<file path="src/rtl/reg_file_pkg.sv">
// reg_file_pkg: shared widths and per-register scoreboard status for the register file.
package reg_file_pkg;
  localparam int COMMON_WIDTH = 32;
  localparam int XLEN = COMMON_WIDTH;
  localparam int NREG = 32;
  localparam int REG_W = $clog2(NREG);
  localparam int TAG_W = 4;
  typedef struct packed {
    logic busy;
    logic [TAG_W-1:0] tag;
  } reg_status_t;
endpackage

</file>
<file path="src/rtl/reg_file_if.sv">
// reg_file_if: decoder-to-register-file request/operand bundle.
interface reg_file_if;
  import reg_file_pkg::*;
  logic issue_valid;
  logic rs1_en;
  logic rs2_en;
  logic [REG_W-1:0] rs1;
  logic [REG_W-1:0] rs2;
  logic rd_en;
  logic [REG_W-1:0] rd;
  logic [TAG_W-1:0] issue_tag;
  logic [XLEN-1:0] rs1_data;
  logic [XLEN-1:0] rs2_data;
  logic rs1_busy;
  logic rs2_busy;
  logic [TAG_W-1:0] rs1_tag;
  logic [TAG_W-1:0] rs2_tag;
  modport master (
    output issue_valid, rs1_en, rs2_en, rs1, rs2, rd_en, rd, issue_tag,
    input rs1_data, rs2_data, rs1_busy, rs2_busy, rs1_tag, rs2_tag
  );
  modport slave (
    input issue_valid, rs1_en, rs2_en, rs1, rs2, rd_en, rd, issue_tag,
    output rs1_data, rs2_data, rs1_busy, rs2_busy, rs1_tag, rs2_tag
  );
endinterface

</file>
<file path="src/rtl/reg_file_read_port.sv">
// reg_file_read_port: one source operand mux with writeback bypass.
module reg_file_read_port
  import reg_file_pkg::*;
(
  input  logic                      rst,
  input  logic                      en,
  input  logic [REG_W-1:0]          idx,
  input  logic [NREG-1:0][XLEN-1:0] data_arr,
  input  reg_status_t [NREG-1:0]    stat_arr,
  input  logic                      wb_en,
  input  logic [REG_W-1:0]          wb_rd,
  input  logic [TAG_W-1:0]          wb_tag,
  input  logic [XLEN-1:0]           wb_data,
  output logic [XLEN-1:0]           data,
  output logic                      busy,
  output logic [TAG_W-1:0]          tag
);
  reg_status_t st;
  logic live;
  logic byp;
  always_comb begin
    st = stat_arr[idx];
    live = en && idx != '0;
    byp = live && wb_en && wb_rd == idx && st.busy && wb_tag == st.tag;
    // while in reset only a same-cycle bypass may drive a nonzero value
    data = byp ? wb_data : (live && !rst) ? data_arr[idx] : '0;
    busy = live && !rst && st.busy && !byp;
    tag = (live && !rst) ? st.tag : '0;
  end
endmodule

</file>
<file path="src/rtl/reg_file.sv">
// reg_file: architectural registers with busy/tag scoreboard, issue marking and writeback retire.
module reg_file
  import reg_file_pkg::*;
(
  input  logic              clk,
  input  logic              rst,
  reg_file_if.slave         dec,
  input  logic              wb_en,
  input  logic [REG_W-1:0]  wb_rd,
  input  logic [TAG_W-1:0]  wb_tag,
  input  logic [XLEN-1:0]   wb_data,
  input  logic              flush
);
  logic [NREG-1:0][XLEN-1:0] data_q, data_d;
  reg_status_t [NREG-1:0] stat_q, stat_d;
  logic wb_hit;
  logic iss;
  assign wb_hit = wb_en && wb_rd != '0;
  assign iss = dec.issue_valid && dec.rd_en && dec.rd != '0 && !flush;
  always_comb begin
    data_d = data_q;
    stat_d = stat_q;
    if (wb_hit) begin
      data_d[wb_rd] = wb_data;
      if (stat_q[wb_rd].busy && stat_q[wb_rd].tag == wb_tag) stat_d[wb_rd].busy = 1'b0;
    end
    // issue overrides a same-register retire so the newer producer stays pending
    if (iss) stat_d[dec.rd] = '{busy: 1'b1, tag: dec.issue_tag};
    if (flush) for (int i = 0; i < NREG; i++) stat_d[i].busy = 1'b0;
  end
  always_ff @(posedge clk) begin
    data_q <= rst ? '0 : data_d;
    stat_q <= rst ? '0 : stat_d;
  end
  reg_file_read_port u_rs1 (
    .rst(rst), .en(dec.rs1_en), .idx(dec.rs1), .data_arr(data_q), .stat_arr(stat_q),
    .wb_en(wb_en), .wb_rd(wb_rd), .wb_tag(wb_tag), .wb_data(wb_data),
    .data(dec.rs1_data), .busy(dec.rs1_busy), .tag(dec.rs1_tag)
  );
  reg_file_read_port u_rs2 (
    .rst(rst), .en(dec.rs2_en), .idx(dec.rs2), .data_arr(data_q), .stat_arr(stat_q),
    .wb_en(wb_en), .wb_rd(wb_rd), .wb_tag(wb_tag), .wb_data(wb_data),
    .data(dec.rs2_data), .busy(dec.rs2_busy), .tag(dec.rs2_tag)
  );
endmodule
</file>
<file path="src/flat_wrapper.sv">
// flat-port wrapper written by rule: the top's interface ports become plain ports
module reg_file_flat import reg_file_pkg::*;
  (clk, rst, wb_en, wb_rd, wb_tag, wb_data, flush, dec_issue_valid, dec_rs1_en, dec_rs2_en, dec_rs1, dec_rs2, dec_rd_en, dec_rd, dec_issue_tag, dec_rs1_data, dec_rs2_data, dec_rs1_busy, dec_rs2_busy, dec_rs1_tag, dec_rs2_tag);
  reg_file_if dec_i ();
  input  logic clk;
  input  logic rst;
  input  logic wb_en;
  input  logic [REG_W-1:0] wb_rd;
  input  logic [TAG_W-1:0] wb_tag;
  input  logic [XLEN-1:0] wb_data;
  input  logic flush;
  input wire logic [$bits(dec_i.issue_valid)-1:0] dec_issue_valid;
  input wire logic [$bits(dec_i.rs1_en)-1:0] dec_rs1_en;
  input wire logic [$bits(dec_i.rs2_en)-1:0] dec_rs2_en;
  input wire logic [$bits(dec_i.rs1)-1:0] dec_rs1;
  input wire logic [$bits(dec_i.rs2)-1:0] dec_rs2;
  input wire logic [$bits(dec_i.rd_en)-1:0] dec_rd_en;
  input wire logic [$bits(dec_i.rd)-1:0] dec_rd;
  input wire logic [$bits(dec_i.issue_tag)-1:0] dec_issue_tag;
  output wire logic [$bits(dec_i.rs1_data)-1:0] dec_rs1_data;
  output wire logic [$bits(dec_i.rs2_data)-1:0] dec_rs2_data;
  output wire logic [$bits(dec_i.rs1_busy)-1:0] dec_rs1_busy;
  output wire logic [$bits(dec_i.rs2_busy)-1:0] dec_rs2_busy;
  output wire logic [$bits(dec_i.rs1_tag)-1:0] dec_rs1_tag;
  output wire logic [$bits(dec_i.rs2_tag)-1:0] dec_rs2_tag;
  assign dec_i.issue_valid = dec_issue_valid;
  assign dec_i.rs1_en = dec_rs1_en;
  assign dec_i.rs2_en = dec_rs2_en;
  assign dec_i.rs1 = dec_rs1;
  assign dec_i.rs2 = dec_rs2;
  assign dec_i.rd_en = dec_rd_en;
  assign dec_i.rd = dec_rd;
  assign dec_i.issue_tag = dec_issue_tag;
  assign dec_rs1_data = dec_i.rs1_data;
  assign dec_rs2_data = dec_i.rs2_data;
  assign dec_rs1_busy = dec_i.rs1_busy;
  assign dec_rs2_busy = dec_i.rs2_busy;
  assign dec_rs1_tag = dec_i.rs1_tag;
  assign dec_rs2_tag = dec_i.rs2_tag;
  reg_file u_core (.clk(clk), .rst(rst), .dec(dec_i), .wb_en(wb_en), .wb_rd(wb_rd), .wb_tag(wb_tag), .wb_data(wb_data), .flush(flush));
endmodule
</file>
<file path="config.mk">
export PLATFORM = sky130hd
export DESIGN_NAME = reg_file_flat
export DESIGN_NICKNAME = d
export VERILOG_FILES = /design/src/rtl/reg_file_pkg.sv /design/src/rtl/reg_file_if.sv /design/src/rtl/reg_file_read_port.sv /design/src/rtl/reg_file.sv /design/src/flat_wrapper.sv
export SDC_FILE = /design/constraint.sdc
export NUM_CORES = 2
export LEC_CHECK = 0
export ABC_AREA = 1
export ABC_CLOCK_PERIOD_IN_PS = 3200
export BUFFER_PORTS_ARGS = -buffer_cell sky130_fd_sc_hd__buf_4
export CORE_AREA = 2 2 347 417
export DETAILED_ROUTE_END_ITERATION = 12
export DIE_AREA = 0 0 349 419
export PLACE_DENSITY = 0.68
export SLEW_MARGIN = 20
export SYNTH_ARGS = -nofsm -noshare
export SYNTH_HDL_FRONTEND = slang
export SYNTH_SLANG_ARGS = --single-unit
</file>
<file path="constraint.sdc">
create_clock -name clk -period 3.2 [get_ports clk]
set_input_delay 0.16 -clock clk [delete_from_list [all_inputs] [get_ports clk]]
set_output_delay 0.16 -clock clk [all_outputs]
set_load 0.1 [all_outputs]
</file>
# Word-level counts from Yosys, hierarchy flattened
# Cells that the tools add are included.
# op_classes
muxes	28
n_eq_ne	5
magnitude_cmp	6
reduce_logical	32
# ops
op	n
$bwmux W1024	1
$mux W160	3
$bmux W32 S5	2
$bwmux W160	2
$mux W32	7
$demux W32 S5	1
$bmux W5 S5	3
$demux W5 S5	2
$mux W5	5
$lt A5 B6 Y1 const B	4
$logic_and A1 B1 Y1	23
$reduce_bool A5 Y1	4
$eq A4 B4 Y1	3
$eq A5 B5 Y1	2
$ge A5 B1 Y1 const B	2
$mux W4	2
$logic_not A1 Y1	4
$reduce_or A2 Y1	1
# totals
regBits	1184
wordCells	167
inputBits	68

# Longest topological paths before layout
# depth
ltp_word	9
mapped_depth	18

# By module
# From an unflattened synthesis, not the netlist that was laid out.
# hier_totals
cells_unflattened	10648
area_unflattened_um2	65594.2
# by_module_without_submodules
mod	seq_area_each_um2	cells_each	area_per_inst_um2	instances
reg_file	23702.7	5740	42854.9	1
reg_file_read_port	0.0	2454	11369.7	2

# Worst setup path before layout
# No wires, ideal clock.
# synth_timing
kind	input port to output port
from	input port dec_rs1[0]
to	output port dec_rs1_busy
setup_slack_ns	0.112
stages	13
arrival_time_ns	2.928
required_time_ns	3.040
n_path_buf	4
cell_sequence	buf_2 buf_6 buf_4 o211ai_1 a21oi_1 nor3_1 nand2_1 nand2_1 nand2_1 nand2_1 nor2_2 buf_2 a21oi_1
# synth_between
elab_chain_len	8
elab_cells_between_ends	14
classes_between	eq/ne: 2; mux: 2; reduce/logical: 10
# synth_lines
item	line	source
from (decl)	flat_wrapper.sv:15	input wire logic [$bits(dec_i.rs1)-1:0] dec_rs1;
parallel branches: the longest is 7 deep, another holds $bmux W5 S5	-	
$logic_and A1 B1 Y1 *	reg_file_read_port.sv:27	busy = live && !rst && st.busy && !byp;
to (decl)	flat_wrapper.sv:22	output wire logic [$bits(dec_i.rs1_busy)-1:0] dec_rs1_busy;
# Mark *: on every way between the ends. The select of a mux whose other input is x is not followed.

# Worst setup path after layout
# layout_timing
from	register u_core.stat_q[145] (netlist name)
to	output port dec_rs2_data[24]
# layout_between
elab_chain_len	5
# layout_lines
item	line	source
from (decl)	reg_file.sv:15	reg_status_t [NREG-1:0] stat_q, stat_d;
from (signal assigned)	reg_file.sv:33	stat_q <= rst ? '0 : stat_d;
$bmux W5 S5	reg_file_read_port.sv:22	st = stat_arr[idx];
$mux W5 (implied by the code)	reg_file_read_port.sv:22	
$eq A4 B4 Y1	reg_file_read_port.sv:24	byp = live && wb_en && wb_rd == idx && st.busy && wb_tag == st.tag;
$logic_and A1 B1 Y1	reg_file_read_port.sv:24	
$mux W32	reg_file_read_port.sv:26	data = byp ? wb_data : (live && !rst) ? data_arr[idx] : '0;
to (decl)	flat_wrapper.sv:21	output wire logic [$bits(dec_i.rs2_data)-1:0] dec_rs2_data;
# No other way between the ends. The select of a mux whose other input is x is not followed.

==> summary.txt <==
initial cell density of the core = 0.4463
Yosys reg bits = 1184
number of global-route vias before repair = 65192
top post-synthesis cells by area = dfxtp_1 (37%), o21ai_0 (19%), a21oi_1 (13%)
Tmin final = 3.461 ns
syn nets = 9675
crit path kind = register to output pin
num rows = 152
PnR worst setup slack = -0.2615 ns
Tightest Pin Transition = 1.308 ns
initial antenna violation count = 10
initial drt markers = 11236
crit-path cells = inv_2, a21oi_2, o21ai_1, nand3_1, nand3_2, nand4_1, buf_4, a21oi_4, nor2_4, buf_6, nand3_4, buf_12, buf_12, nand2_4, nand2_4, buf_12
first-pass GRT wire length = 414100 um
top-count cell post-synth = o21ai_0
share of the synthesized area in the top cell type = 0.3728
critical path peak fanout = 8
fin cells = 11300
routed len/inst = 25.23 um
Post-synth EDFFs = 0
Final period util = 1.082
Fin. Hold Viols = 0
die width = 349 um
grt total ovfl = 0
Sum Neg Setup Slack = -9.431 ns
H-tree depth = 4
Top delay family on crit path = simple AND/OR/NAND/NOR gates
Post-Synthesis Cell Area = 63570 sq um
Clock Sinks = 1184
pin count of the biggest net entering global routing = 160
Slew headroom = 0.1273
crit start category = register
highest clock rate = 288.9 MHz
CP most frequent cell = buf_12
delay of the slowest cell on the worst path = 0.33 ns
Cells after DPL = 10963
WP buf/inv = 6
Residual DRC = 0
status = finished, violations left
clock tree buffer depth = 3
routability congestion estimate = 0.9717
Layout Nets = 9413
fraction of layout cells with a size suffix above 1 = 0.1170
sequential element share of the synthesized area = 0.3728
IO buf count = 141
Distinct cells, synth = 38
Yosys top cell by area = dfxtp_1
sequential power share = 0.405
clock share of power = 0.444
cell count after synthesis = 9607
Core Region = 142400 sq um
die height = 419 um
PD cells = 493.4 nW/um^2
slowest CP cell = dfxtp_2
Final Max Slew Viols = 0
cts bufs inserted = 132
Combinational Power Share = 0.151
failing checks = negative setup slack
Worst-path clk slew = 0.06 ns
RSZ-0062 raised after global routing = yes
Worst EP required = 3.04 ns
DPL Wire Length = 168500 um
total net switching power = 10.81 mW
maximum vdd drop = 0.6070 mV
Min-Delay Path Class = input pin to register
Leak = 27.84 nW
via count = 72502
critical path endpoint category = output pin
Fill cells = 13486
Routed Antenna Nets = 0
top post-synthesis cells by count = o21ai_0 (2357), a21oi_1 (1657), nand2_1 (1220), dfxtp_1 (1184), inv_1 (586)
synthesis-to-finish area growth = 18.21%
Synth Warn # = 0
CP Data Arrival Time = 3.30 ns
vias per cell = 6.416
Post-synth ARST share = 0
die area = 146200 sq um
syn_area_per_cell = 6.617 sq um
Clock Skew = 0.02079 ns
worst-skew pair later-pin latency = 0.80 ns
internal power = 26.27 mW
Ports = 142
root buffer cell = clkbuf_16
total iterations of the first detailed-routing run = 8
Top FF cell, synth = dfxtp_1
Routed WL = 285100 um
overall routing resource usage = 0.3706
CTS tree = built
Final setup viols = 64
switching share of power = 0.2914
number of max-cap violations = 0
[power by group through the flow]
| stage | clock, mW | sequential [mW] | combinational (mW) |
|---|---|---|---|
| 6_report | 16.5 | 15.0 | 5.61 |
| 5_1_grt | 17.1 | 15.0 | 5.87 |
| 4_1_cts | 16.5 | 15.0 | 5.27 |
| 3_5_place_dp | 0 | 15.3 | 4.86 |
| 3_3_place_gp | 0 | 15.3 | 4.82 |
| 2_1_floorplan | 0 | 15.3 | 3.07 |
[placed cells by master, fill, tap and decap left out, types with 5 or more instances in the layout]
cell type | synthesis | final
o21ai_0 | 2357 | 2334
a21oi_1 | 1657 | 1641
dfxtp_1 | 1184 | 1149
nand2_1 | 1220 | 1079
inv_1 | 586 | 558
nor2_1 | 537 | 503
nand3_1 | 356 | 331
buf_4 | 39 | 295
o211ai_1 | 263 | 263
buf_12 | 0 | 219
clkbuf_16 | 0 | 141
o22ai_1 | 127 | 126
nand4_1 | 113 | 113
nand2_4 | 0 | 82
o21ai_1 | 47 | 66
nand2_2 | 0 | 55
inv_2 | 25 | 48
dlygate4sd3_1 | 0 | 43
nor2_4 | 2 | 38
dfxtp_2 | 0 | 34
nor3_1 | 35 | 31
clkbuf_8 | 0 | 27
a31oi_1 | 25 | 25
a211oi_1 | 25 | 25
clkinv_2 | 0 | 24
nand3_2 | 2 | 20
a21oi_2 | 1 | 15
a41oi_1 | 15 | 15
bufinv_16 | 0 | 15
clkbuf_1 | 538 | 15
buf_6 | 14 | 14
nor3_2 | 7 | 11
buf_8 | 0 | 10
inv_6 | 0 | 8
nand3_4 | 0 | 7
diode_2 | 0 | 6
clkinvlp_4 | 0 | 6
nor2_2 | 7 | 5
and3_1 | 6 | 5
[metrics by stage]
step / setup WS (ns) / utilization / power (mW) / hold WS [ns] / area (sq um)
2_1_floorplan: 0.1125 / - / 18.36 / 0.3452 / 63570
3_3_place_gp: -0.06621 / 0.4721 / 20.14 / 0.4172 / 67250
3_5_place_dp: -0.01571 / 0.4721 / 20.18 / 0.4195 / 67250
4_1_cts: -0.1284 / 0.5201 / 36.79 / 0.001393 / 74080
5_1_grt: -0.3010 / 0.5275 / 37.95 / 0.07710 / 75140
6_report: -0.2615 / 0.5276 / 37.08 / 0.05148 / 75150
[state kept, by name (all words and copies together), names as in the netlist]
signal	cells
u_core.data_q	1024
u_core.stat_q	160
[final cells by class]
type	instances	area [sq um]	area share
multi-input cells	6820	34550	0.4598
flip-flops and latches	1184	23750	0.3160
repair buffers	591	7577	0.1008
clock buffers	178	3831	0.05098
inverters	616	2340	0.03113
well taps	1848	2312	0.03077
clock inverters	57	772.0	0.01027
diodes	6	15.01	0.0001998
[kinds of logic after synthesis]
family,synth area share
and+or+nand+nor,0.1492
buffers and inverters,0.1054
AOI/OAI and AO/OA,0.3720
DFF,0.3728
xor gates and xnor gates,0.0005512
[metal layers]
layer	wire, um	track usage	vias up
met1	107200	0.4762	33536
met4	21070	0.2473	10
met3	35250	0.08420	1124
met5	70	0	-
li1	-	-	32706
met2	121500	0.5537	5126
[what timing repair did]
| action | 4_1_cts | 5_1_grt |
|---|---|---|
| hold buffers | 43 | 0 |
| gates cloned | 7 | 5 |
| gates resized for setup | 397 | 234 |
| pin swaps | 45 | 62 |
| hold endpoints to repair | 249 | 0 |
| endpoints found under the setup margin | 66 | 69 |
| setup buffers | 32 | 19 |
[worst reg2reg max path, cell delays in order (launching register included)]
cell and delay (ns):
dfxtp_1 0.36, nand2_1 0.08, nand2_1 0.05, nand2_1 0.05, nand3_1 0.16, nand2_1 0.10
nand2_1 0.05, nor2_1 0.30, nand2_1 0.10, nand2_1 0.08, nand2_1 0.06, nor2_2 0.18
buf_4 0.16, nand4_1 0.23, nand2_1 0.13, a21oi_1 0.06
[path summary, 6_finish.rpt]
kind                              startpoint                             end  slack (ns)  cells after the start
max          u_core.stat_q[145]$_SDFFE_PP0P_                dec_rs2_data[24]       -0.26                     16
min                                dec_rd[0]  u_core.stat_q[18]$_SDFFE_PP0P_        0.05                      5
max reg2reg   u_core.stat_q[73]$_SDFFE_PP0P_    u_core.stat_q[79]$_SDFF_PP0_        0.93                     15
min reg2reg   u_core.data_q[12]$_SDFFE_PP0P_  u_core.data_q[12]$_SDFFE_PP0P_        0.43                      2
No activity file was read; power rests on OpenSTA's default activity.
